## src/rtl/rom_port_arbiter.sv

```systemverilog
// Round-robin arbiter that shares the single-port program ROM between the
// instruction-fetch port (F) and the table/debug read port (T). It owns the
// registered ROM address and the per-port read-data registers, and sustains
// one ROM access per cycle with a fixed one-cycle read latency.
// All state changes on the falling edge of clk.
module rom_port_arbiter #(
  parameter int ADDR_W = 11,
  parameter int DATA_W = 14
) (
  input  logic              clk,
  input  logic              reset,
  input  logic              f_req,
  input  logic [ADDR_W-1:0] f_addr,
  output logic              f_gnt,
  output logic              f_rvalid,
  output logic [DATA_W-1:0] f_rdata,
  input  logic              t_req,
  input  logic [ADDR_W-1:0] t_addr,
  output logic              t_gnt,
  output logic              t_rvalid,
  output logic [DATA_W-1:0] t_rdata,
  output logic [ADDR_W-1:0] rom_addr,
  input  logic [DATA_W-1:0] rom_data,
  output logic              busy
);

  typedef enum logic {
    IDLE = 1'b0,  // no read in flight
    READ = 1'b1   // rom_addr latched last edge; rom_data valid this cycle
  } state_e;

  typedef enum logic {
    PORT_F = 1'b0,
    PORT_T = 1'b1
  } port_e;

  state_e state;
  port_e  owner;  // port whose read is currently in flight
  port_e  prio;   // port favoured when both request

  // Grant: a lone requester always wins; on contention the favoured port wins.
  always_comb begin
    // NOTE: every always_comb output gets a default first so no path can leave
    // it unassigned and infer a latch.
    f_gnt = 1'b0;
    t_gnt = 1'b0;
    if (f_req && (!t_req || prio == PORT_F)) begin
      f_gnt = 1'b1;
    end else if (t_req) begin
      t_gnt = 1'b1;
    end
  end

  assign busy = (state == READ);

  // Falling-edge sequencer: capture the in-flight read, then launch the next.
  always_ff @(negedge clk or posedge reset) begin
    if (reset) begin
      state    <= IDLE;
      owner    <= PORT_F;
      prio     <= PORT_F;
      rom_addr <= '0;
      f_rdata  <= '0;
      t_rdata  <= '0;
      f_rvalid <= 1'b0;
      t_rvalid <= 1'b0;
    end else begin
      // NOTE: non-blocking assignments let the capture below use the owner of
      // the read in flight while the same edge hands ownership to a new winner.
      f_rvalid <= 1'b0;
      t_rvalid <= 1'b0;

      if (state == READ) begin
        if (owner == PORT_F) begin
          f_rdata  <= rom_data;
          f_rvalid <= 1'b1;
        end else begin
          t_rdata  <= rom_data;
          t_rvalid <= 1'b1;
        end
      end

      if (f_gnt) begin
        rom_addr <= f_addr;
        owner    <= PORT_F;
        prio     <= PORT_T;
        state    <= READ;
      end else if (t_gnt) begin
        rom_addr <= t_addr;
        owner    <= PORT_T;
        prio     <= PORT_F;
        state    <= READ;
      end else begin
        state    <= IDLE;
      end
    end
  end

endmodule

```

## config.mk

```make
export PLATFORM = sky130hd
export DESIGN_NAME = rom_port_arbiter
export DESIGN_NICKNAME = d
export VERILOG_FILES = /design/src/rtl/rom_port_arbiter.sv
export SDC_FILE = /design/constraint.sdc
export NUM_CORES = 1
export LEC_CHECK = 0
export ABC_AREA = 1
export CAP_MARGIN = 0
export CORE_MARGIN = 5
export CORE_UTILIZATION = 41
export DETAILED_ROUTE_END_ITERATION = 8
export PLACE_DENSITY = 0.85
export SYNTH_ARGS = -nofsm -noshare
export SYNTH_HDL_FRONTEND = slang
export SYNTH_SLANG_ARGS = --single-unit
export TNS_END_PERCENT = 30
```

## constraint.sdc

```tcl
create_clock -name clk -period 1.6 [get_ports clk]
set_input_delay 0.32 -clock clk [delete_from_list [all_inputs] [get_ports clk]]
set_output_delay 0.32 -clock clk [all_outputs]
set_load 0.01 [all_outputs]
```

Word level (Yosys, flattened, before mapping)
Cells that the tools add are included. Widths: inputs -> output; s select.

Logic and storage cells: 31. Output and inout port bits: 44. Input bits: 40. Bits in registers: 44.

Bitwise gates (word level): 2. Reductions and logical operators: 6. Multiplexer cells: 15.

Operators with widths (number): $mux 11 (2); $mux 1 (13); $reduce_and 2->1 (2); $not 1->1 (2); $reduce_bool 2->1 (1); $logic_and 1x1->1 (1); $logic_not 1->1 (1); $logic_or 1x1->1 (1).

Logic depth before layout (Yosys ltp)
Gate-level depths: netlist of run 1.

Depth after elaboration: 6. Gate-level depth with buffers: 6. Depth with buffers taken out: 5.

==> results.toml, run 1 <==
[clock_tree]
clock_path_buffers = 2
cts_made_buffers = 5
cts_root_buf = "clkbuf_8"
cts_tree = "built"
path_clk_slew_ps = 50
htreeDepth = 2
clock-sinks = 44
clk_latency_ps = 300
ctsHoldBuffers = 0

[route]
viasPerCell = 4.51
vias = 1685
wl_um = 4630
ant_nets = 0
drc_errors = 0
first_iter_violations = 61
drt_first_pass_iters = 6
wl_per_cell_um = 12.4

[sta]
maxSlewHeadroom_pct = 83.3
maxSlewViolCount = 0
rsz0062_at_grt = "yes"
setup_viol = 56
worstMarginPinSlew_ps = 250
hold_violations = 0
clock-skew-final_ps = 5.33
setup_slack_ps = -618
tns_ps = -19770

[synth]
yosysSeqAreaShare_pct = 58.9
ys_warn_count = 0
syn_nets = 257
syn_inst = 217
synth_seq_cells = 44
synth.distinct_cells = 13
synth_area_mm2 = 0.00187
syn_area_per_cell_um2 = 8.61

[worst_setup_path]
start_kind = "register"
path_max_fanout = 2
endpoint = "f_gnt"
end_kind = "output port"
rr_endpoint = "rom_addr[8]"
reg2reg_slack_ps = 310
criticalPathCategory = "register to output port"
r2r-start = "prio"
worst-r2r-cell-count = 9
critPathLaunch = "prio"
crit_required_ps = 1280
arrival_ps = 1900

[die]
die_w_um = 77.5
start_util_pct = 42.6
die_area_mm2 = 0.00601
rows = 24
ios = 84
design.core.area_mm2 = 0.00438
die_h_um = 77.5

[cells_and_area]
nNetsFinal = 361
drive_gt1_share_pct = 27.0
final_cell_mix = "nand2_1 (74), dfrtn_1 (44), clkdlybuf4s50_1 (37), buf_2 (34)"
insertedDiodeCount = 0
final_util_pct = 65.7
final_common_cell = "nand2_1"
n_fill_cell = 385
syn2layout_area_growth_pct = 54.1

[place]
dp_hpwl_um = 3530
globalplace.congestion = 0.802
port_buffers = 83

[job]
maxCapViolCount = 0

[global_route]
grtUsageMet3_pct = 7.18
grt_pass1_vias = 1719
antenna_found_initial = 0
top_usage_layer = "met2"
met2_usage_pct = 26.3
grt_pass1_wl_um = 7950
gr-total-overflow = 0
grt_util_all_layers_pct = 16.0
met1_usage_pct = 19.1
grt_max_degree = 30

[status]
violations = "negative setup slack"
status = "finished with violations"

[pwr]
power_uw = 3210
leakage_uw = 0.00154
ir_worst_vdd_mv = 0.475
p_per_area_mw_per_mm2 = 1110

[worst_hold_path]
hold_depth = 2
hold_class = "register to register"
==> critical path: stages (launching register included) <==
cell	delay (ps)
dfrtn_1	420
nand2_2	70
nand2_2	70
inv_2	40
buf_6	100
buf_6	110
==> state kept, by name (all words and copies together) (netlist names) <==
register and count:
busy 1, f_rvalid 1, owner 1, rom_addr 11
t_rvalid 1, prio 1, f_rdata 14, t_rdata 14
==> layer usage <==
layer / part of all wire, % / up-vias
met5: 0 / -
met4: 1.0 / 0
met3: 11 / 4
met2: 47 / 72
met1: 41 / 741
li1: - / 868
==> per-stage QoR <==
step | cells | hold slack [ps] | instance area (um2) | worst slack [ps]
after floorplan | 217 | 445 | 1870 | -381
after global placement | 354 | 427 | 2810 | -716
after detailed placement | 354 | 432 | 2810 | -731
after CTS | 368 | 430 | 2790 | -626
after global routing | 374 | 447 | 2880 | -705
final | 374 | 428 | 2880 | -618
==> synth_stat cells <==
| library cell | number | area share [%] |
|---|---|---|
| a21oi_1 | 1 | 0.27 |
| nand3_1 | 22 | 5.9 |
| buf_6 | 5 | 3.0 |
| nand2_1 | 75 | 15 |
| inv_1 | 31 | 6.2 |
| nand2_2 | 2 | 0.67 |
| nor2_1 | 1 | 0.20 |
| o21ai_0 | 28 | 7.5 |
| o21a_1 | 1 | 0.40 |
| buf_2 | 5 | 1.3 |
| clkbuf_2 | 1 | 0.27 |
| dfrtn_1 | 44 | 59 |
| clkbuf_1 | 1 | 0.20 |
==> repair_timing <==
action,4_1_cts,5_1_grt
resized for setup,192,11
setup endpoints to repair,58,59
pin swaps,1,1
setup buffers,6,6
==> cell type report <==
class / count / area [um2] / share of cell area (%)
Sequential cell: 44 / 1100 / 38.2
Timing Repair Buffer: 109 / 910 / 31.6
Multi-Input combinational cell: 130 / 568 / 19.7
Inverter: 31 / 120 / 4.17
Clock buffer: 5 / 68.8 / 2.39
Tap cell: 52 / 65.1 / 2.26
Clock inverter: 3 / 46.3 / 1.61
==> kinds of logic after synthesis <==
logic type             synth area share (%)
and+or+nand+nor                        21.8
DFF                                    58.9
buffers and inverters                  11.1
AOI/OAI and AO/OA                      8.17
==> worst min path at each step <==
stage                        endpoint         from  slack, ps
after floorplan                  prio         prio        440
after global placement     f_rdata[1]   f_rdata[1]        430
after detailed placement   t_rdata[6]   t_rdata[6]        430
after CTS                  t_rdata[6]   t_rdata[6]        430
after global routing       t_rdata[8]   t_rdata[8]        450
final                     f_rdata[11]  f_rdata[11]        430
==> report_power, final <==
group	internal (uW)	switching (uW)	leakage, uW	total (uW)
clock	470	385	0.0000548	855
combinational	471	439	0.000961	909
sequential	1330	113	0.000529	1440
Power figures use the tool's default switching activity.
==> run 2: changes to the inputs <==
Settings changed: PLACE_DENSITY 0.85 to default, PLACE_DENSITY_LB_ADDON from default to 0.1.
==> results.toml, run 2 (same netlist as run 1, synthesis figures left out) <==
[status]
status = "finished with violations"
violations = "negative setup slack"

[route]
first_iter_violations = 32
ant_nets = 0
vias = 1641
drc_errors = 0
wl_um = 4330
drt_first_pass_iters = 4
wl_per_cell_um = 11.6
viasPerCell = 4.41

[worst_setup_path]
path_max_fanout = 2
cp_top_family = "flip-flops"
critical_path_buf_inv_count = 2
arrival_ps = 1920
criticalPathCategory = "register to output port"
max_stage_delay_ps = 430
crit_required_ps = 1280
crit_top_cell = "nand2_2"
slowest_stage = "dfrtn_1"
end_kind = "output port"
start_kind = "register"
worstPathCellList = "nand2_2, nand2_2, inv_2, nor2_1, buf_2"

[place]
globalplace.congestion = 0.773
place_ws_ps = -729
dpl_cell_area_mm2 = 0.00284
port_buffers = 83
dp_hpwl_um = 3300

[pwr]
internal_power_uw = 2130
leakage_uw = 0.00153
ir_worst_vdd_mv = 0.409
swShare_pct = 29.5
power_uw = 3020
pwr-share-comb_pct = 29.0
switching_power_uw = 891
pwr-share-seq_pct = 47.5
p_per_area_mw_per_mm2 = 1060
power_frac_clock_pct = 23.5

[sta]
rsz0062_at_grt = "yes"
hold_violations = 0
setup_slack_ps = -638
maxSlewViolCount = 0
clock-skew-final_ps = 3.18
maxSlewHeadroom_pct = 83.1
hold_ws_ps = 424
worstMarginPinSlew_ps = 254
setup_viol = 58

[clock_tree]
clock-sinks = 44
cts_made_buffers = 5
cts_root_buf = "clkbuf_8"
clk_latency_ps = 300
ctsHoldBuffers = 0
clock_path_buffers = 2
htreeDepth = 2
cts_tree = "built"
path_clk_slew_ps = 50

[job]
maxCapViolCount = 0

[cells_and_area]
final_cell_mix = "nand2_1 (75), dfrtn_1 (44), clkdlybuf4s50_1 (39), buf_2 (33)"
nNetsFinal = 359
final_util_pct = 64.8
insertedDiodeCount = 0
fin_area_mm2 = 0.00284
syn2layout_area_growth_pct = 52.0
final_common_cell = "nand2_1"
drive_gt1_share_pct = 25.3
reg_top3 = "f_rdata: 14 flops, t_rdata: 14 flops, rom_addr: 11 flops"

[die]
rows = 24
ios = 84
start_util_pct = 42.6
die_h_um = 77.5
design.core.area_mm2 = 0.00438
die_w_um = 77.5
die_area_mm2 = 0.00601

[global_route]
gr-total-overflow = 0
grt_pass1_wl_um = 7600
antenna_found_initial = 0
grt_max_degree = 30
grt_util_all_layers_pct = 15.4
grt_pass1_vias = 1676

[worst_hold_path]
hold_class = "register to register"
run 2: cell count changes in the layout (fill, tap and decap cells not counted), sizes merged:
cell,previous run,this run
clkbuf,5,6
dlygate4sd2,1,0
clkinvlp,2,1
clkinv,0,2
clkdlybuf4s50,37,39
inv,31,30
bufinv,1,0
buf,71,68
run 2: power by group through the flow:
stage / sequential (uW) / clock, uW / combinational, uW
6_report: 1430 / 708 / 876
5_1_grt: 1460 / 777 / 983
2_1_floorplan: 1540 / 0 / 296
4_1_cts: 1430 / 739 / 848
3_5_place_dp: 1450 / 0 / 989
3_3_place_gp: 1450 / 0 / 974
run 2: layout make-up:
type                    count  area [um2]
fillers                   412        1540
flip-flops and latches     44        1100
repair buffers            107         901
multi-input cells         130         561
inverters                  31         120
clock buffers               6        82.6
well taps                  52        65.1
clock inverters             2        10.0
run 2: path summary, 6_finish.rpt:
kind / end / cells after the start / from / slack (ps)
worst max-delay path: t_gnt / 5 / prio / -640
worst min-delay path: f_rdata[9] / 2 / f_rdata[9] / 420
worst max register to register: rom_addr[7] / 6 / prio / 480
worst min register to register: f_rdata[9] / 2 / f_rdata[9] / 420
max in group asynchronous: t_rdata[4] / 3 / reset / 280
min in group asynchronous: t_rdata[7] / 3 / reset / 1150
run 2: timing repair:
item,4_1_cts,5_1_grt
resized for setup,183,8
setup endpoints to repair,58,60
buffers inserted,4,3
pin swaps,1,0
run 2: worst reg2reg max path, delay by kind of cell, from the launching register on:
family                 cells  cell delay [ps]
DFF                        1              360
buffers and inverters      2              360
and+or+nand+nor            4              250
run 2: metal layers:
layer	part of all wire, %	vias up	track usage, %
met3	10	8	6.48
met4	1.5	0	5.84
met2	47	57	25.5
met1	42	705	17.7
li1	-	871	-
met5	0	-	0
run 2: through the flow:
stage                     cells  setup TNS [ps]
after floorplan             217           -1590
after global placement      357          -37640
after detailed placement    357          -38140
after CTS                   369          -21790
after global routing        372          -23970
final                       372          -21310
==> run 3: changes to the inputs <==
Settings changed: HOLD_SLACK_MARGIN from default to 0.03.
==> results of run 3 <==
Final layout, timing and power as in run 2 (identical DEF).
